## src/rtl/temp_pkg.sv

```systemverilog
// rtl/temp_pkg.sv - shared temperature-path constants and logger state type
package temp_pkg;

  // ADC sample width, shared with temp_to_led and trojan
  localparam int DATA_W = 12;

  typedef enum logic [1:0] {
    DISCARD,
    ACCUM,
    WRITE
  } log_state_t;

endpackage

```

## src/rtl/min_max_tracker.sv

```systemverilog
// rtl/min_max_tracker.sv - running minimum/maximum of a strobed sample stream
module min_max_tracker #(
  parameter int DATA_W = temp_pkg::DATA_W
) (
  input  logic              clk,
  input  logic              rst,
  input  logic [DATA_W-1:0] sample,
  input  logic              sample_valid,
  output logic [DATA_W-1:0] min,
  output logic [DATA_W-1:0] max
);

  // set once the first sample has been seen; until then min/max hold the reset zeros
  logic loaded;

  // first valid sample loads both extremes, later ones only widen the range
  always_ff @(posedge clk or posedge rst) begin
    if (rst) begin
      loaded <= 1'b0;
      min    <= '0;
      max    <= '0;
    end else if (sample_valid) begin
      loaded <= 1'b1;
      if (!loaded || sample < min) min <= sample;
      if (!loaded || sample > max) max <= sample;
    end
  end

endmodule

```

## src/rtl/adc_avg_logger.sv

```systemverilog
// rtl/adc_avg_logger.sv - windowed ADC averager writing into a RAM ring
module adc_avg_logger #(
  parameter int DATA_W  = temp_pkg::DATA_W,
  parameter int LOG2_N  = 3,
  parameter int ADDR_W  = 4,
  parameter int DISCARD = 2
) (
  input  logic              clk,
  input  logic              rst,
  input  logic              en,
  input  logic              adc_valid,
  input  logic [DATA_W-1:0] adc_data,
  output logic [ADDR_W-1:0] ram_addr,
  output logic [DATA_W-1:0] ram_data,
  output logic              ram_wren,
  output logic              avg_valid,
  output logic [DATA_W-1:0] avg_data,
  output logic [DATA_W-1:0] min_data,
  output logic [DATA_W-1:0] max_data,
  output logic              wrapped
);

  localparam int ACC_W = DATA_W + LOG2_N;
  localparam int CNT_W = LOG2_N + 1;
  localparam int DC_W  = $clog2(DISCARD + 2);
  localparam logic [CNT_W-1:0] LAST_CNT = CNT_W'((1 << LOG2_N) - 1);

  temp_pkg::log_state_t state_q, state_d;
  logic [ACC_W-1:0]  acc_q, acc_d;
  logic [CNT_W-1:0]  cnt_q, cnt_d;
  logic [DC_W-1:0]   dcnt_q, dcnt_d;
  logic [DATA_W-1:0] avg_q, avg_d;
  logic [ADDR_W-1:0] wr_ptr_q;
  logic              ring_full_q;
  logic              wren_q;
  logic              wrapped_q;
  logic [ACC_W-1:0]  sum;

  // the window never exceeds 2^LOG2_N full-scale samples, so ACC_W bits cannot overflow
  assign sum = acc_q + ACC_W'(adc_data);

  // next-state, settling-sample counting and window accumulation
  always_comb begin
    state_d = state_q;
    acc_d   = acc_q;
    cnt_d   = cnt_q;
    dcnt_d  = dcnt_q;
    avg_d   = avg_q;
    unique case (state_q)
      temp_pkg::DISCARD: begin
        if (!en) begin
          dcnt_d = '0;
        end else if (DISCARD == 0) begin
          state_d = temp_pkg::ACCUM;
        end else if (adc_valid) begin
          if (dcnt_q == DC_W'(DISCARD - 1)) begin
            dcnt_d  = '0;
            state_d = temp_pkg::ACCUM;
          end else begin
            dcnt_d = dcnt_q + 1'b1;
          end
        end
      end
      temp_pkg::ACCUM: begin
        if (!en) begin
          state_d = temp_pkg::DISCARD;
          acc_d   = '0;
          cnt_d   = '0;
        end else if (adc_valid) begin
          if (cnt_q == LAST_CNT) begin
            avg_d   = DATA_W'(sum >> LOG2_N);
            state_d = temp_pkg::WRITE;
            acc_d   = '0;
            cnt_d   = '0;
          end else begin
            acc_d = sum;
            cnt_d = cnt_q + 1'b1;
          end
        end
      end
      temp_pkg::WRITE: begin
        // a sample arriving during the write opens the next window
        if (!en) begin
          state_d = temp_pkg::DISCARD;
          acc_d   = '0;
          cnt_d   = '0;
        end else begin
          state_d = temp_pkg::ACCUM;
          acc_d   = adc_valid ? ACC_W'(adc_data) : '0;
          cnt_d   = adc_valid ? CNT_W'(1) : '0;
        end
      end
      default: begin
        state_d = temp_pkg::DISCARD;
        acc_d   = '0;
        cnt_d   = '0;
        dcnt_d  = '0;
      end
    endcase
  end

  // FSM, accumulator and latched average
  always_ff @(posedge clk or posedge rst) begin
    if (rst) begin
      state_q <= temp_pkg::DISCARD;
      acc_q   <= '0;
      cnt_q   <= '0;
      dcnt_q  <= '0;
      avg_q   <= '0;
    end else begin
      state_q <= state_d;
      acc_q   <= acc_d;
      cnt_q   <= cnt_d;
      dcnt_q  <= dcnt_d;
      avg_q   <= avg_d;
    end
  end

  // write strobe, ring pointer and the sticky wrap flag
  always_ff @(posedge clk or posedge rst) begin
    if (rst) begin
      wren_q      <= 1'b0;
      wr_ptr_q    <= '0;
      ring_full_q <= 1'b0;
      wrapped_q   <= 1'b0;
    end else begin
      wren_q <= (state_d == temp_pkg::WRITE);
      if (state_q == temp_pkg::WRITE) begin
        wr_ptr_q <= wr_ptr_q + 1'b1;
        if (&wr_ptr_q) ring_full_q <= 1'b1;
      end
      // raised together with the strobe of the first write that reuses address 0
      if (state_d == temp_pkg::WRITE && ring_full_q && wr_ptr_q == '0) wrapped_q <= 1'b1;
    end
  end

  min_max_tracker #(.DATA_W(DATA_W)) u_min_max (
    .clk          (clk),
    .rst          (rst),
    .sample       (avg_q),
    .sample_valid (wren_q),
    .min          (min_data),
    .max          (max_data)
  );

  assign ram_wren  = wren_q;
  assign avg_valid = wren_q;
  assign ram_addr  = wr_ptr_q;
  assign ram_data  = avg_q;
  assign avg_data  = avg_q;
  assign wrapped   = wrapped_q;

endmodule
```

## config.mk

```make
export PLATFORM = sky130hd
export DESIGN_NAME = adc_avg_logger
export DESIGN_NICKNAME = d
export VERILOG_FILES = /design/src/rtl/temp_pkg.sv /design/src/rtl/min_max_tracker.sv /design/src/rtl/adc_avg_logger.sv
export SDC_FILE = /design/constraint.sdc
export NUM_CORES = 1
export LEC_CHECK = 0
export ABC_AREA = 1
export CAP_MARGIN = 25
export CORE_AREA = 2 2 135 137
export DETAILED_ROUTE_END_ITERATION = 10
export DIE_AREA = 0 0 137 139
export HOLD_SLACK_MARGIN = 0.06
export SETUP_SLACK_MARGIN = 0.4
export SLEW_MARGIN = 20
export SYNTH_ARGS = -nofsm -noshare
export SYNTH_HDL_FRONTEND = slang
export SYNTH_SLANG_ARGS = --single-unit
```

## constraint.sdc

```tcl
create_clock -name clk -period 2.85 [get_ports clk]
set_input_delay 0.7125 -clock clk [delete_from_list [all_inputs] [get_ports clk]]
set_output_delay 0.7125 -clock clk [all_outputs]
set_load 0.05 [all_outputs]
```

### Word-level counts from Yosys, hierarchy flattened

Cells that the tools add are included.

| word-level totals | value |
|---|---|
| bits in registers | 67 |
| bits of input ports | 16 |
| logic and storage cells | 65 |

| cells by class | value |
|---|---|
| $add $sub $neg | 4 |
| order comparisons | 2 |
| equal/unequal tests | 7 |
| mux-type cells | 24 |
| bitwise operators | 2 |
| reductions and logical operators | 14 |

Operator list:

| kind | count |
|---|---|
| $mux W15 | 3 |
| $pmux W15 S3 | 1 |
| $mux W12 | 2 |
| $mux W2 | 9 |
| $add A15 B12 Y15 | 1 |
| $gt A12 B12 Y1 | 1 |
| $lt A12 B12 Y1 | 1 |
| $mux W4 | 3 |
| $pmux W4 S3 | 1 |
| $add A4 B1 Y4 const B | 2 |
| $reduce_and A2 Y1 | 4 |
| $ne A3 B3 Y1 const B | 2 |
| $pmux W2 S3 | 1 |
| $reduce_and A5 Y1 | 1 |
| $eq A2 B1 Y1 const B | 2 |
| $eq A2 B2 Y1 const B | 2 |
| $eq A4 B3 Y1 const B | 1 |
| $logic_not A4 Y1 | 1 |
| $pmux W2 S2 | 1 |
| $reduce_and A4 Y1 | 1 |
| $mux W1 | 3 |
| $add A2 B1 Y2 const B | 1 |
| $logic_and A1 B1 Y1 | 2 |
| $logic_not A2 Y1 | 1 |
| other kinds (4) | 6 |

### Logic depth before layout (Yosys ltp)

Gate-level depths: netlist of run 1.

| depth | value |
|---|---|
| depth after elaboration | 8 |
| depth in mapped cells | 15 |

### Hierarchy

A second synthesis of run 1 with hierarchy kept.

| unflattened totals | value |
|---|---|
| cell total of the unflattened synthesis | 614 |
| area, all modules | 4624.4 um^2 |

By module, submodules not included:

| module | times used | cells each | area an instance (um^2) | sequential area each (um^2) |
|---|---|---|---|---|
| adc_avg_logger | 1 | 397 | 2919.0 | 1051.0 |
| min_max_tracker | 1 | 217 | 1705.4 | 625.6 |

### Worst setup path after synthesis of run 1

OpenSTA, ideal clock, no wires.

| timing path | value |
|---|---|
| path type | input to register |
| start | input port adc_data[0] |
| end | register avg_q[9] (netlist: avg_data[9]) |
| arrival | 1.937 ns |
| path slack | 0.795 ns |
| stages | 9 |
| path buffers | 0 |
| path through | ha_1 inv_1 fa_1 o21ai_0 nand4_1 nand3_1 nand2_1 nand3_1 nand2_1 |

| between the ends | value |
|---|---|
| word-level cells in the longest chain between the ends | 1 |

RTL lines:

| item | line | text |
|---|---|---|
| start: declaration | adc_avg_logger.sv:12 | `input logic [DATA_W-1:0] adc_data,` |
| $add A15 B12 Y15 | adc_avg_logger.sv:40 | `assign sum = acc_q + ACC_W'(adc_data);` |
| end signal: assignment | adc_avg_logger.sv:115 | `avg_q <= avg_d;` |
| end: declaration | adc_avg_logger.sv:32 | `logic [DATA_W-1:0] avg_q, avg_d;` |

No other way between the ends.
A chain may end at the register's enable or synchronous reset.

### Final worst setup path of run 1

| timing path | value |
|---|---|
| start | register avg_q[10] (netlist: avg_data[10]) |
| end | output port ram_data[10] |

RTL lines:

| item | line | text |
|---|---|---|
| end: declaration | adc_avg_logger.sv:14 | `output logic [DATA_W-1:0] ram_data,` |

No word-level cell between the ends.

==> flow_summary.ini, run 1 <==
[power_and_ir_drop]
max-vdd-ir-drop_mv = 0.253
total_power_after_layout_mw = 2.66
power.density_mw_per_mm2 = 482
total_leakage_power_nw = 3.08

[timing]
post-route-min-period_ns = 2.40
rsz_0062_raised_after_global_routing = false
tightest_slew_ns = 0.536
final-setup-viol-count = 0
totalNegativeSetupSlack_ns = 0
timing.hold.ws_ns = 0.458
fmax_ghz = 0.417
final_min_period_over_clock_period_pct = 84.1
finalMaxSlewViolations = 0
slew-limit-headroom_pct = 64.2
hold_viol = 0
post-route-worst-setup-slack_ns = 0.454
skew_ns = 0.00663

[cts]
cts_tree = built
cts_inserted_buffers = 9
cts.sink_count = 67
clk-insertion-delay-late_ns = 0.34
cts.path.max_buffers = 2
worst_setup_hold_path_clk_slew_ns = 0.06
ctsHtreeMaxLevel = 3
clock_root_buffer = sky130_fd_sc_hd__clkbuf_16
post_cts.repair.setup_buffers = 0

[worst_hold_path]
holdPathStages = 2
timing.hold.worst.class = flip-flop to flip-flop
min_from = ring_full_q
worst_hold_path.endpoint = ring_full_q

[die]
fp.coreArea_sq_mm = 0.0177
die_h_um = 139
cell_row_count = 49
die_area_sq_mm = 0.0190
floorplan.initialDensity_pct = 24.6
io_pins = 71
floorplan.die.width_um = 137

[worst_setup_path]
max_stage_delay_ns = 0.86
r2r.worst_path.cells = 9
cp-start-kind = flip-flop
crit_slowest_cell = sky130_fd_sc_hd__clkdlybuf4s50_1
worst-path-max-fanout = 7
startpoint_of_the_most_critical_register_to_register_path = avg_data[9]
critical_path.n_buffers_inverters = 1
classification_of_the_worst_setup_path = flip-flop to output pin
worstReg2RegEnd = u_min_max.min[2]
timing.critical_path.cells = clkdlybuf4s50_1
timing.critical_path.arrival_ns = 1.68
worst_setup_path_end_kind = output pin
worstPathRequired_ns = 2.14
critPathLaunch = avg_data[10]
cp_top_family = buffers and inverters
rrSetupSlack_ns = 0.81

[drt]
vias = 3753
antenna_left = 0
drt_pre_antenna_iters = 4
via_per_inst = 4.36
drcViolationCount = 0
route.final.wire_length_mm = 10.8
detail_route.wl_per_cell_um = 12.5
detail_route.iter0.violations = 171

[grt]
track_usage_pct = 12.0
wire_length_of_the_first_global_routing_pass_mm = 18.0
vias_in_the_first_global_route = 3627
grt-ovfl-total = 0
initial_antenna_violation_count = 0
grt_start_max_net_pins = 28

[synthesis]
ys_warnings = 0
simple_gate_share_of_the_synthesized_area_pct = 28.6
synthesis.nets = 624
muxShareOfSynthArea_pct = 0
netlist_top_cells_area = sky130_fd_sc_hd__dfrtp_1, sky130_fd_sc_hd__nand2_1, sky130_fd_sc_hd__ha_1
ys_seq_elements = 67
yosysTopAreaCell = sky130_fd_sc_hd__dfrtp_1
avg_synthesized_cell_area_sq_um = 7.67
synth-compound-area-share_pct = 7.24
synth-xor-area-share_pct = 1.62
synthesis.instances = 565
ys_types = 34
synth_fa_ha_area_share_pct = 12.6
post_synth_design_cell_area_sq_mm = 0.00434
dominant_combinational_cell_family_by_area_after_synthesis = simple AND/OR/NAND/NOR gates
synth_sequential_area_ratio_pct = 38.7
synth_top_area_share_pct = 38.7

[finish]
fin_cells = 861
layout.cell_area.non_filler_sq_mm = 0.00553
signed_area_change_from_the_synthesized_netlist_to_the_final_layout_pct = 27.5
drive_above_1_share_pct = 6.65
final_net_count = 686
n_diodes = 0
finalCoreUtilization_pct = 31.3

[placement]
io_buffer_count = 70
placedCellCount = 845
gp_congestion = 0.861
dpl_cell_area_sq_mm = 0.00519
place_ws_ns = 0.150
dp.final_hpwl_mm = 8.13

[flow_run]
max-cap-violations = 0

[run_status]
status = finished clean
==> Yosys cell counts <==
cell and count:
sky130_fd_sc_hd__nand2_1 177, sky130_fd_sc_hd__inv_1 77, sky130_fd_sc_hd__dfrtp_1 67, sky130_fd_sc_hd__nand3_1 67, sky130_fd_sc_hd__ha_1 42, sky130_fd_sc_hd__a21oi_1 24, sky130_fd_sc_hd__buf_4 18, sky130_fd_sc_hd__nor2_1 18
sky130_fd_sc_hd__o21ai_0 14, sky130_fd_sc_hd__nand4_1 8, sky130_fd_sc_hd__a22oi_1 5, sky130_fd_sc_hd__nand2_2 5, sky130_fd_sc_hd__xor2_1 5, sky130_fd_sc_hd__buf_2 4, sky130_fd_sc_hd__buf_6 3, sky130_fd_sc_hd__nor2_2 3
sky130_fd_sc_hd__o211ai_1 3, sky130_fd_sc_hd__xnor2_1 3, sky130_fd_sc_hd__inv_2 2, sky130_fd_sc_hd__nand2_4 2, sky130_fd_sc_hd__nand3b_1 2, sky130_fd_sc_hd__o21a_1 2, sky130_fd_sc_hd__o21ai_1 2, sky130_fd_sc_hd__or2_2 2
sky130_fd_sc_hd__a21o_1 1, sky130_fd_sc_hd__a22o_1 1, sky130_fd_sc_hd__a31oi_1 1, sky130_fd_sc_hd__and3_1 1, sky130_fd_sc_hd__clkbuf_1 1, sky130_fd_sc_hd__fa_1 1, sky130_fd_sc_hd__nand3_2 1, sky130_fd_sc_hd__o21bai_1 1
sky130_fd_sc_hd__o221ai_1 1, sky130_fd_sc_hd__or2_1 1
==> placed cells by master, fill, tap and decap left out, types with 9 or more instances in the layout <==
| cell type | n |
|---|---|
| sky130_fd_sc_hd__dlymetal6s2s_1 | 13 |
| sky130_fd_sc_hd__a21oi_1 | 24 |
| sky130_fd_sc_hd__clkbuf_16 | 9 |
| sky130_fd_sc_hd__nand2_1 | 177 |
| sky130_fd_sc_hd__nand3_1 | 67 |
| sky130_fd_sc_hd__inv_1 | 76 |
| sky130_fd_sc_hd__clkdlybuf4s50_1 | 47 |
| sky130_fd_sc_hd__ha_1 | 42 |
| sky130_fd_sc_hd__nor2_1 | 18 |
| sky130_fd_sc_hd__dfrtp_1 | 67 |
| sky130_fd_sc_hd__o21ai_0 | 13 |
==> power breakdown <==
group          internal, mW  leakage [nW]  total, mW  switching [mW]
Sequential            0.993         0.927       1.02          0.0269
Clock                 0.711         0.150       1.17           0.461
Combinational         0.168          2.01      0.469           0.301
==> cells by family (layout without fill, tap and decap cells) <==
kind of cell | count (synthesis) | count (layout)
AOI/OAI and AO/OA | 55 | 55
buffers and inverters | 105 | 172
DFF | 67 | 67
adders and majority gates | 43 | 43
xor gates and xnor gates | 8 | 8
and+or+nand+nor | 287 | 287
==> final cells by class <==
cell class | instances | area [sq um]
clock buffers | 10 | 239
multi-input cells | 393 | 2170
flip-flops and latches | 67 | 1680
well taps | 229 | 287
repair buffers | 77 | 783
inverters | 79 | 297
fillers | 1894 | 12100
clock inverters | 6 | 72.6
==> repair_timing <==
action,4_1_cts,5_1_grt
pin swaps,0,0
cloned,0,0
endpoints found under the hold margin,0,0
gates resized for setup,8,15
endpoints found under the setup margin,8,17
hold buffers,0,0
==> worst max-delay path by stage <==
stage / endpoint / slack (ns) / depth (start not counted)
floorplan: acc_q[0] / 0.45 / 1
global placement: acc_q[12] / 0.16 / 10
detailed placement: acc_q[12] / 0.15 / 10
CTS: avg_data[3] / 0.40 / 1
global route: ram_data[10] / 0.40 / 1
finish: ram_data[10] / 0.45 / 1
==> routing by layer <==
| metal | global-route usage (%) | vias to the layer above | routed length, um |
|---|---|---|---|
| met2 | 18.6 | 86 | 4900 |
| met5 | 0 | - | 0 |
| li1 | - | 1932 | - |
| met4 | 2.77 | 0 | 25 |
| met1 | 16.6 | 1733 | 5160 |
| met3 | 3.14 | 2 | 676 |
==> state kept, by name (all words and copies together), names as in the netlist, 2 cells and up <==
signal and cells:
ram_addr 4, u_min_max.min 12, cnt_q 4, avg_data 12
state_q 2, dcnt_q 2, u_min_max.max 12, acc_q 15
No activity file was read; power rests on OpenSTA's default activity.
==> inputs of run 2 (changes only) <==
clock period = 2.1 ns   (was 2.85 ns; I/O delays follow)
==> flow_summary.ini, run 2 (synthesized netlist as in run 1, its figures left out) <==
[timing]
rsz_0062_raised_after_global_routing = true
fmax_ghz = 0.558
final-setup-viol-count = 0
final_min_period_over_clock_period_pct = 85.4
slew-limit-headroom_pct = 64.8
tightest_slew_ns = 0.527
finalMaxSlewViolations = 0
hold_viol = 0
post-route-min-period_ns = 1.79
skew_ns = 0.00910
totalNegativeSetupSlack_ns = 0

[drt]
antenna_left = 0
drcViolationCount = 0
detail_route.wl_per_cell_um = 13.7
via_per_inst = 4.43
route.final.wire_length_mm = 12.4
vias = 4036
detail_route.iter0.violations = 210
drt_pre_antenna_iters = 4

[power_and_ir_drop]
total_power_after_layout_mw = 3.80
total_leakage_power_nw = 3.15
max-vdd-ir-drop_mv = 0.430
power.density_mw_per_mm2 = 583

[cts]
cts_inserted_buffers = 9
cts_tree = built
worst_setup_hold_path_clk_slew_ns = 0.06
cts.path.max_buffers = 2
clock_root_buffer = sky130_fd_sc_hd__clkbuf_16
clk-insertion-delay-late_ns = 0.34
cts.sink_count = 67
ctsHtreeMaxLevel = 3

[worst_setup_path]
crit_slowest_cell = sky130_fd_sc_hd__dfrtp_2
worst-path-max-fanout = 6
rrSetupSlack_ns = 0.31
classification_of_the_worst_setup_path = flip-flop to flip-flop
timing.critical_path.arrival_ns = 2.02
worstPathRequired_ns = 2.33
cp-start-kind = flip-flop
r2r.worst_path.cells = 10
endpoint = u_min_max.min[11]
worstReg2RegEnd = u_min_max.min[11]
timing.critical_path.cells = buf_6, ha_4, nand4_1, a21oi_2, nor2_1, nand2_1, nand2_4, buf_6, nand3_1, nand2_1
critPathLaunch = avg_data[11]
max_stage_delay_ns = 0.46
startpoint_of_the_most_critical_register_to_register_path = avg_data[11]
worst_setup_path_end_kind = flip-flop

[finish]
fillers = 1829
final_net_count = 737
n_diodes = 0
largest-register = acc_q
layout.area.seq_sq_mm = 0.00172
signed_area_change_from_the_synthesized_netlist_to_the_final_layout_pct = 50.1
largest_register_ff_count = 15
most_common_library_cell_in_the_layout_ignoring_fill_and_taps = sky130_fd_sc_hd__nand2_1
mostFrequentLayoutCells = sky130_fd_sc_hd__nand2_1, sky130_fd_sc_hd__buf_4, sky130_fd_sc_hd__inv_1
drive_above_1_share_pct = 40.8
multi_input_area_sq_mm = 0.00277

[placement]
io_buffer_count = 70
dp.final_hpwl_mm = 8.73
gp_congestion = 0.847

[die]
die_h_um = 139
fp.coreArea_sq_mm = 0.0177
io_pins = 71
die_area_sq_mm = 0.0190
floorplan.die.width_um = 137
cell_row_count = 49
floorplan.initialDensity_pct = 24.6

[grt]
vias_in_the_first_global_route = 3766
grt-ovfl-total = 0
track_usage_pct = 13.3
initial_antenna_violation_count = 0
wire_length_of_the_first_global_routing_pass_mm = 19.6
grt_start_max_net_pins = 21

[run_status]
status = finished clean

[flow_run]
max-cap-violations = 0

[worst_hold_path]
timing.hold.worst.class = input port to flip-flop
-- run 2: cell types whose count changed in the layout (fill, tap and decap cells not counted), moves of 16 or more --
| cell | change |
|---|---|
| sky130_fd_sc_hd__ha_4 | +20 |
| sky130_fd_sc_hd__ha_1 | -23 |
| sky130_fd_sc_hd__nand2_1 | -26 |
| sky130_fd_sc_hd__buf_4 | +65 |
| sky130_fd_sc_hd__nand3_2 | +16 |
| sky130_fd_sc_hd__clkdlybuf4s50_1 | -46 |
| sky130_fd_sc_hd__nand2_2 | +22 |
| sky130_fd_sc_hd__dfrtp_2 | +33 |
| sky130_fd_sc_hd__nand3_1 | -17 |
| sky130_fd_sc_hd__clkdlybuf4s15_2 | +17 |
| sky130_fd_sc_hd__dfrtp_1 | -34 |
-- run 2: metal layers --
metal / global-route usage [%] / up-vias / part of all wire (%)
li1: - / 2035 / -
met1: 18.6 / 1906 / 49
met2: 20.3 / 87 / 46
met3: 3.36 / 8 / 4.8
met4: 3.31 / 0 / 0.85
met5: 0 / - / 0
-- run 2: stage by stage --
| stage | instance area [sq um] | hold slack [ns] | std cells | setup WS, ns | utilization (%) |
|---|---|---|---|---|---|
| global placement | 5440 | 0.446 | 865 | -0.262 | 30.8 |
| floorplan | 4470 | 0.427 | 565 | 0.370 | - |
| finish | 6510 | 0.463 | 911 | 0.307 | 36.9 |
| global route | 6510 | 0.480 | 911 | 0.185 | 36.9 |
| CTS | 6220 | 0.469 | 902 | 0.267 | 35.2 |
| detailed placement | 5440 | 0.454 | 865 | -0.272 | 30.8 |
-- run 2: worst min path at each step --
stage | from | end | slack [ns] | depth (start not counted)
final | adc_data[0] | acc_q[0] | 0.46 | 3
after global routing | adc_data[0] | acc_q[0] | 0.48 | 3
after CTS | ring_full_q | ring_full_q | 0.47 | 2
after detailed placement | ring_full_q | ring_full_q | 0.45 | 2
after global placement | ring_full_q | ring_full_q | 0.45 | 2
after floorplan | ring_full_q | ring_full_q | 0.43 | 2
-- run 2: what timing repair did --
item                                    in CTS  in global routing
endpoints found under the setup margin      66                 64
cloned                                       4                  1
hold buffers                                 0                  0
pin swaps                                   17                 28
gates resized for setup                    118                 77
setup buffers                               18                  8
-- run 2: worst max-delay path, delay by kind of cell (launching register included) --
family | cells | cell delay (ns)
AND/OR/NAND/NOR | 6 | 0.52
adder cells (fa/ha/maj) | 1 | 0.26
buffers and inverters | 2 | 0.31
flip-flops | 1 | 0.46
AO/OA/AOI/OAI | 1 | 0.14
-- run 2: cell type report --
class / count / area share, %
clock buffer: 11 / 3.58
clock inverter: 4 / 0.807
inverter: 79 / 4.71
multi-input combinational: 396 / 42.6
sequential: 67 / 26.5
tap: 229 / 4.40
timing repair buffer: 124 / 17.4
timing repair inverter: 1 / 0.0769
-- run 2: where the power goes --
part           total, mW  leakage, nW  switching (mW)  internal (mW)
combinational      0.899         2.14           0.507          0.391
clock               1.49        0.140           0.578          0.915
sequential          1.40        0.871          0.0563           1.35
total               3.80         3.15            1.14           2.65
